--- config.mk ---
export PLATFORM = sky130hd
export DESIGN_NAME = vga_fb_scheduler_flat
export DESIGN_NICKNAME = d
export VERILOG_FILES = /design/src/rtl/vga_sched_pkg.sv /design/src/rtl/vga_fb_scheduler_if.sv /design/src/rtl/vga_rd_addr_gen.sv /design/src/rtl/vga_fb_scheduler.sv /design/src/flat_wrapper.sv
export SDC_FILE = /design/constraint.sdc
export NUM_CORES = 1
export LEC_CHECK = 0
export BUFFER_PORTS_ARGS = -buffer_cell sky130_fd_sc_hd__buf_2
export CORE_ASPECT_RATIO = 1.5
export CORE_MARGIN = 1
export CORE_UTILIZATION = 48
export DETAILED_ROUTE_END_ITERATION = 10
export PLACE_DENSITY = 0.73
export SLEW_MARGIN = 20
export SYNTH_ARGS = -nofsm -noshare
export SYNTH_HDL_FRONTEND = slang
export SYNTH_SLANG_ARGS = --single-unit
--- constraint.sdc ---
create_clock -name iCLK -period 2.4 [get_ports iCLK]
set_clock_uncertainty 0.2 [all_clocks]
set_input_delay 0.12 -clock iCLK [delete_from_list [all_inputs] [get_ports iCLK]]
set_output_delay 0.12 -clock iCLK [all_outputs]
set_load 0.01 [all_outputs]
--- src/rtl/vga_sched_pkg.sv ---
// rtl/vga_sched_pkg.sv - shared types and defaults for the frame-buffer port scheduler
package vga_sched_pkg;

  typedef enum logic [1:0] {
    IDLE  = 2'd0,
    ISSUE = 2'd1,
    WAIT  = 2'd2
  } schedState_t;

  localparam logic GNT_RD = 1'b0;
  localparam logic GNT_WR = 1'b1;

  localparam int DEF_FRAME_WORDS = 307200;
  localparam int DEF_BURST       = 8;

endpackage

--- src/rtl/vga_fb_scheduler_if.sv ---
// rtl/vga_fb_scheduler_if.sv - burst command port between scheduler and frame-buffer controller
interface vga_fb_scheduler_if #(
  parameter int ADDR_W = 22
);
  logic              oCmdValid;
  logic              oCmdWe;
  logic [ADDR_W-1:0] oCmdAddr;
  logic              iCmdReady;
  logic              iBurstDone;

  modport master (
    output oCmdValid, oCmdWe, oCmdAddr,
    input  iCmdReady, iBurstDone
  );

  modport slave (
    input  oCmdValid, oCmdWe, oCmdAddr,
    output iCmdReady, iBurstDone
  );
endinterface

--- src/rtl/vga_rd_addr_gen.sv ---
// rtl/vga_rd_addr_gen.sv - display read address counter with end-of-frame detect
module vga_rd_addr_gen
  import vga_sched_pkg::*;
#(
  parameter int ADDR_W      = 22,
  parameter int BURST       = DEF_BURST,
  parameter int FRAME_WORDS = DEF_FRAME_WORDS
) (
  input  logic              iCLK,
  input  logic              iRST_N,
  input  logic              iFrameSync,
  input  logic              iRdAccept,
  output logic [ADDR_W-1:0] oRdAddr,
  output logic              oRdDone
);

  localparam logic [ADDR_W-1:0] STEP      = ADDR_W'(BURST);
  localparam logic [ADDR_W-1:0] FRAME_END = ADDR_W'(FRAME_WORDS);

  logic [ADDR_W-1:0] rdAddr;
  logic [ADDR_W-1:0] addrNext;
  logic              rdDone;

  assign addrNext = rdAddr + STEP;

  always_ff @(posedge iCLK or negedge iRST_N) begin
    if (!iRST_N) begin
      rdAddr <= '0;
      rdDone <= 1'b0;
    end else if (iFrameSync) begin
      rdAddr <= '0;
      rdDone <= 1'b0;
    end else if (iRdAccept) begin
      rdAddr <= addrNext;
      if (addrNext == FRAME_END) begin
        rdDone <= 1'b1;
      end
    end
  end

  // A frame sync seen in IDLE already steers the decision to the new frame start.
  assign oRdAddr = iFrameSync ? '0 : rdAddr;
  assign oRdDone = iFrameSync ? 1'b0 : rdDone;

endmodule

--- src/rtl/vga_fb_scheduler.sv ---
// rtl/vga_fb_scheduler.sv - arbitrates display reads and Sobel write-back bursts on one command port
module vga_fb_scheduler
  import vga_sched_pkg::*;
#(
  parameter int ADDR_W      = 22,
  parameter int BURST       = DEF_BURST,
  parameter int FRAME_WORDS = DEF_FRAME_WORDS,
  parameter int LVL_W       = 10,
  parameter int FIFO_DEPTH  = 512,
  parameter int LOW_WM      = 64
) (
  input  logic              iCLK,
  input  logic              iRST_N,
  input  logic              iFrameSync,
  input  logic [LVL_W-1:0]  iRdLevel,
  input  logic              iRdActive,
  input  logic              iWrReq,
  input  logic [ADDR_W-1:0] iWrAddr,
  output logic              oWrGnt,
  output logic              oWrDone,
  output logic              oUnderrun,
  vga_fb_scheduler_if.master cmd
);

  localparam logic [LVL_W:0] RD_ROOM = (LVL_W + 1)'(FIFO_DEPTH - BURST);
  localparam logic [LVL_W:0] LOW_LVL = (LVL_W + 1)'(LOW_WM);

  schedState_t       state;
  schedState_t       stateNext;
  logic              cmdWe;
  logic [ADDR_W-1:0] cmdAddr;
  logic              lastGnt;
  logic              wrGnt;
  logic              wrDone;
  logic              underrun;

  logic [ADDR_W-1:0] rdAddr;
  logic              rdDone;
  logic              rdOk;
  logic              rdUrgent;
  logic              selRd;
  logic              selWr;
  logic              rdAccept;
  logic              wrAccept;
  logic              burstEnd;

  vga_rd_addr_gen #(
    .ADDR_W      (ADDR_W),
    .BURST       (BURST),
    .FRAME_WORDS (FRAME_WORDS)
  ) uRdAddr (
    .iCLK       (iCLK),
    .iRST_N     (iRST_N),
    .iFrameSync (iFrameSync),
    .iRdAccept  (rdAccept),
    .oRdAddr    (rdAddr),
    .oRdDone    (rdDone)
  );

  assign rdOk     = !rdDone && ({1'b0, iRdLevel} <= RD_ROOM);
  assign rdUrgent = rdOk && ({1'b0, iRdLevel} < LOW_LVL);

  always_ff @(posedge iCLK or negedge iRST_N) begin
    if (!iRST_N) begin
      state <= IDLE;
    end else begin
      state <= stateNext;
    end
  end

  always_comb begin
    stateNext = state;
    selRd     = 1'b0;
    selWr     = 1'b0;
    rdAccept  = 1'b0;
    wrAccept  = 1'b0;
    burstEnd  = 1'b0;
    case (state)
      IDLE: begin
        // Writes alternate with non-urgent reads; an urgent read always wins.
        if (rdUrgent) begin
          selRd = 1'b1;
        end else if (iWrReq && (lastGnt == GNT_RD || !rdOk)) begin
          selWr = 1'b1;
        end else if (rdOk) begin
          selRd = 1'b1;
        end
        if (selRd || selWr) begin
          stateNext = ISSUE;
        end
      end
      ISSUE: begin
        if (cmd.iCmdReady) begin
          stateNext = WAIT;
          rdAccept  = !cmdWe;
          wrAccept  = cmdWe;
        end
      end
      WAIT: begin
        if (cmd.iBurstDone) begin
          stateNext = IDLE;
          burstEnd  = 1'b1;
        end
      end
      default: stateNext = IDLE;
    endcase
  end

  always_ff @(posedge iCLK or negedge iRST_N) begin
    if (!iRST_N) begin
      cmdWe    <= 1'b0;
      cmdAddr  <= '0;
      lastGnt  <= GNT_WR;
      wrGnt    <= 1'b0;
      wrDone   <= 1'b0;
      underrun <= 1'b0;
    end else begin
      if (selRd) begin
        cmdWe   <= 1'b0;
        cmdAddr <= rdAddr;
      end else if (selWr) begin
        cmdWe   <= 1'b1;
        cmdAddr <= iWrAddr;
      end
      if (rdAccept || wrAccept) begin
        lastGnt <= cmdWe ? GNT_WR : GNT_RD;
      end
      wrGnt  <= wrAccept;
      wrDone <= burstEnd && cmdWe;
      if (iRdActive && iRdLevel == '0) begin
        underrun <= 1'b1;
      end else if (iFrameSync) begin
        underrun <= 1'b0;
      end
    end
  end

  assign cmd.oCmdValid = (state == ISSUE);
  assign cmd.oCmdWe    = cmdWe;
  assign cmd.oCmdAddr  = cmdAddr;
  assign oWrGnt        = wrGnt;
  assign oWrDone       = wrDone;
  assign oUnderrun     = underrun;

endmodule

--- src/flat_wrapper.sv ---
// flat-port wrapper written by rule: the top's interface ports become plain ports
module vga_fb_scheduler_flat import vga_sched_pkg::*;
#(
  parameter int ADDR_W      = 22,
  parameter int BURST       = DEF_BURST,
  parameter int FRAME_WORDS = DEF_FRAME_WORDS,
  parameter int LVL_W       = 10,
  parameter int FIFO_DEPTH  = 512,
  parameter int LOW_WM      = 64
)
  (iCLK, iRST_N, iFrameSync, iRdLevel, iRdActive, iWrReq, iWrAddr, oWrGnt, oWrDone, oUnderrun, cmd_oCmdValid, cmd_oCmdWe, cmd_oCmdAddr, cmd_iCmdReady, cmd_iBurstDone);
  vga_fb_scheduler_if #(.ADDR_W(ADDR_W)) cmd_i ();
  input  logic iCLK;
  input  logic iRST_N;
  input  logic iFrameSync;
  input  logic [LVL_W-1:0] iRdLevel;
  input  logic iRdActive;
  input  logic iWrReq;
  input  logic [ADDR_W-1:0] iWrAddr;
  output logic oWrGnt;
  output logic oWrDone;
  output logic oUnderrun;
  output wire logic [$bits(cmd_i.oCmdValid)-1:0] cmd_oCmdValid;
  output wire logic [$bits(cmd_i.oCmdWe)-1:0] cmd_oCmdWe;
  output wire logic [$bits(cmd_i.oCmdAddr)-1:0] cmd_oCmdAddr;
  input wire logic [$bits(cmd_i.iCmdReady)-1:0] cmd_iCmdReady;
  input wire logic [$bits(cmd_i.iBurstDone)-1:0] cmd_iBurstDone;
  assign cmd_oCmdValid = cmd_i.oCmdValid;
  assign cmd_oCmdWe = cmd_i.oCmdWe;
  assign cmd_oCmdAddr = cmd_i.oCmdAddr;
  assign cmd_i.iCmdReady = cmd_iCmdReady;
  assign cmd_i.iBurstDone = cmd_iBurstDone;
  vga_fb_scheduler #(.ADDR_W(ADDR_W), .BURST(BURST), .FRAME_WORDS(FRAME_WORDS), .LVL_W(LVL_W), .FIFO_DEPTH(FIFO_DEPTH), .LOW_WM(LOW_WM)) u_core (.iCLK(iCLK), .iRST_N(iRST_N), .iFrameSync(iFrameSync), .iRdLevel(iRdLevel), .iRdActive(iRdActive), .iWrReq(iWrReq), .iWrAddr(iWrAddr), .oWrGnt(oWrGnt), .oWrDone(oWrDone), .oUnderrun(oUnderrun), .cmd(cmd_i));
endmodule
==> results by group <==
Pwr
  • Power spent charging and discharging nets: 0.940 mW
  • Static leakage: 1.64 nW
  • Internal power component: 1.69 mW
  • Clock network fraction of design power: 18.6%
  • PD cells: 716 nW/um2
  • Sequential share of power: 43.4%
  • Power consumption: 2.63 mW
  • Peak supply drop: 362 uV
  • Switch share: 35.7%
  • Combinational Power Share: 38.0%

Routing
  • DRT iter0 DRCs: 200
  • Average detailed-routed wire length per instance: 14.5 um
  • Drt via density: 5.44
  • Total via count after detailed routing: 2605
  • Total detailed-routing wirelength: 6950 um
  • Drt pass-1 iters: 5
  • Count of nets left with antenna violations after detail routing: 0
  • DRC violation count after routing: 0

Synthesis
  • Sequential fraction of the synthesis area: 45.4%
  • Mapped Nets: 342
  • Number of distinct standard cells referenced by the synthesized netlist: 40
  • Mean instance size in the synthesized netlist: 8.95 um2
  • Post-synth EDFFs: 0
  • Count of warnings emitted by yosys: 0
  • Most instantiated flip-flop cell in the synthesis netlist: sky130_fd_sc_hd__dfrtp_1
  • Combined area of all synthesized cells: 2700 um2
  • Async S/R FF share, synth: 100%
  • Post-synthesis sequential element count: 49
  • Cell count after synthesis: 302

Critical path
  • Critical path startpoint category: register
  • Maximum net fanout on the critical path: 3
  • Arrival time reported for the critical path endpoint: 2460 ps
  • Data required time at the worst endpoint: 2440 ps
  • Worst Path Class, Setup: register to register
  • Crit path max-delay cell type: sky130_fd_sc_hd__or4_4
  • Critical-path cell list: ha_4 > xor2_1 > or4b_1 > or4_4 > nor4_2 > a41o_1
  • Critical Path Sink Type: register
  • Delay contributed by the slowest stage of the critical path: 500 ps

Clock network
  • CTS sink cnt: 49
  • Clock-pin slew reported for the worst setup and hold paths after clock tree synthesis: 90 ps
  • Clock latency of the later-clocked register in the worst-skew pair: 310 ps
  • CTS tree: built
  • Root Buffer Master: sky130_fd_sc_hd__clkbuf_8
  • CTS H-Tree Depth: 2
  • Total CTS buffers: 5
  • Bufs on Longest Clock Path: 2

Floorplanning
  • Floorplan die height: 93.9 um
  • Die extent in x: 63.3 um
  • Starting density of the core: 49.6%
  • Total Die Area: 5940 um2
  • Core region area: 5450 um2
  • Num rows: 33
  • Total I/O pin count: 66

Timing
  • Minimum period implied by the final worst setup slack: 2410 ps
  • Max_slew headroom: 64.0%
  • Period utilisation layout: 101%
  • Final worst-path setup slack: -14.5 ps
  • WHS: 81.7 ps
  • Worst-Margin Slew: 540 ps
  • Fin Setup TNS: -14.5 ps
  • Final-report hold violation count: 0
  • Final count of negative-setup-slack endpoints: 1
  • Max Transition Viols Final: 0
  • Achievable Freq: 0.414 GHz
  • Setup repair after global routing missed its margin: yes

Status
  • Violations in the final reports: negative setup slack
  • Status: finished with violations

Placement
  • Minimum setup slack after placement: 38.9 ps
  • Number of port buffers: 65
  • Half-perimeter wire length of the detailed placement result: 4750 um
  • Final RePlAce weighted congestion: 0.901

Min path
  • Hold Crit Class: input pin to register

Cells and area
  • Final layout net count: 448
  • Highest-count cells in the layout ignoring fill and taps: 64 x sky130_fd_sc_hd__buf_2, 48 x sky130_fd_sc_hd__dfrtp_1, 36 x sky130_fd_sc_hd__nand2_1, 30 x sky130_fd_sc_hd__dlygate4sd3_1, 29 x sky130_fd_sc_hd__nor2_1
  • Commonest non-fill, non-tap cell in the layout: sky130_fd_sc_hd__buf_2
  • Filler Cells Inserted: 452
  • Share of layout cells above drive strength 1: 27.6%
  • Antenna diode count: 0
  • Final standard cell utilization of the core: 67.5%
  • Area growth from synthesis to layout: 36.0%

Job
  • Max-cap viol count: 0

GRT
  • Number of global-route vias before repair: 2386
  • Maximum number of pins on one net before global-route repair: 28
  • Global-route usage over all layers: 23.8%
  • Antenna violations before repair: 0
  • Residual overflow from global routing: 0
  • Wire length of the first global-routing pass: 11000 um
-- kinds of logic (layout without fill, tap and decap cells) --
logic type	Yosys count	after routing	synth area share, %
mux	2	2	0.740
flops	49	49	45.4
simple gates	141	141	29.3
compound gates	59	59	12.4
buf+inv	26	133	3.84
xor+xnor	24	24	7.77
fa+ha+maj	1	1	0.463
-- sequential cells by signal, indices dropped and copies added (netlist names) --
name,flops
u_core.state,2
u_core.cmd.oCmdAddr,22
u_core.cmd.oCmdWe,1
u_core.uRdAddr.rdAddr,19
u_core.oWrDone,1
u_core.uRdAddr.rdDone,1
u_core.oWrGnt,1
u_core.lastGnt,1
u_core.oUnderrun,1
-- synth_stat cells (5+ instances only) --
master | instances | share of area (%)
sky130_fd_sc_hd__a21oi_1 | 24 | 4.4
sky130_fd_sc_hd__buf_2 | 5 | 0.93
sky130_fd_sc_hd__clkbuf_1 | 17 | 2.4
sky130_fd_sc_hd__dfrtp_1 | 48 | 44
sky130_fd_sc_hd__nand2_1 | 36 | 5.0
sky130_fd_sc_hd__nand3_1 | 11 | 2.0
sky130_fd_sc_hd__nand4_1 | 5 | 1.2
sky130_fd_sc_hd__nor2_1 | 29 | 4.0
sky130_fd_sc_hd__nor3_1 | 8 | 1.5
sky130_fd_sc_hd__nor3b_1 | 18 | 5.0
sky130_fd_sc_hd__nor4_1 | 7 | 1.6
sky130_fd_sc_hd__o21ai_0 | 23 | 4.3
sky130_fd_sc_hd__xnor2_1 | 12 | 3.9
sky130_fd_sc_hd__xor2_1 | 12 | 3.9
-- critical path, delay by kind of cell (launching register included) --
kind / cells / cell delay [ps]
and+or+nand+nor: 3 / 1170
DFF: 1 / 430
AOI/OAI and AO/OA: 1 / 230
adders and majority gates: 1 / 190
xor gates and xnor gates: 1 / 140
-- metrics by stage --
step                instances  instance area (um2)
detailed placement        440                 3230
global placement          440                 3230
global route              479                 3680
floorplan                 302                 2710
CTS                       478                 3610
finish                    479                 3680
-- worst paths after layout --
path	start	endpoint	slack (ps)	depth (start not counted)
worst max-delay path	u_core.uRdAddr.rdAddr[4]	u_core.uRdAddr.rdDone	-10	6
worst min-delay path	iWrReq	u_core.state[0]	80	4
worst max register to register	u_core.uRdAddr.rdAddr[4]	u_core.uRdAddr.rdDone	-10	6
worst min register to register	u_core.cmd.oCmdAddr[8]	u_core.cmd.oCmdAddr[8]	280	2
max in group asynchronous	iRST_N	u_core.lastGnt	1290	3
min in group asynchronous	iRST_N	u_core.oWrGnt	110	2
-- routing by layer --
layer | up-vias | track usage, % | part of all wire, %
li1 | 1269 | - | -
met1 | 1230 | 27.1 | 40
met2 | 88 | 43.5 | 53
met3 | 18 | 3.52 | 4.0
met4 | 0 | 10.6 | 2.9
met5 | - | 0 | 0
-- layout make-up --
type,count,area [um2],area share (%)
clock inverters,2,13.8,0.374
multi-input cells,227,1430,38.8
well taps,70,87.6,2.38
inverters,4,15.0,0.408
repair buffers,121,836,22.7
clock buffers,6,72.6,1.97
flip-flops and latches,49,1230,33.4
-- power by group through the flow --
stage / clock network (mW) / logic (mW) / registers, mW
finish: 0.491 / 1.00 / 1.14
global route: 0.534 / 1.12 / 1.17
CTS: 0.501 / 0.996 / 1.14
detailed placement: 0 / 0.948 / 1.16
global placement: 0 / 0.935 / 1.15
floorplan: 0 / 0.416 / 1.27
-- repair_timing --
| item | in CTS | in global routing |
|---|---|---|
| setup endpoints to repair | 0 | 19 |
| hold buffers | 30 | 0 |
| resized for setup | 0 | 11 |
| buffers inserted | 0 | 3 |
| endpoints found under the hold margin | 72 | 0 |
No activity file was read; power rests on OpenSTA's default activity.
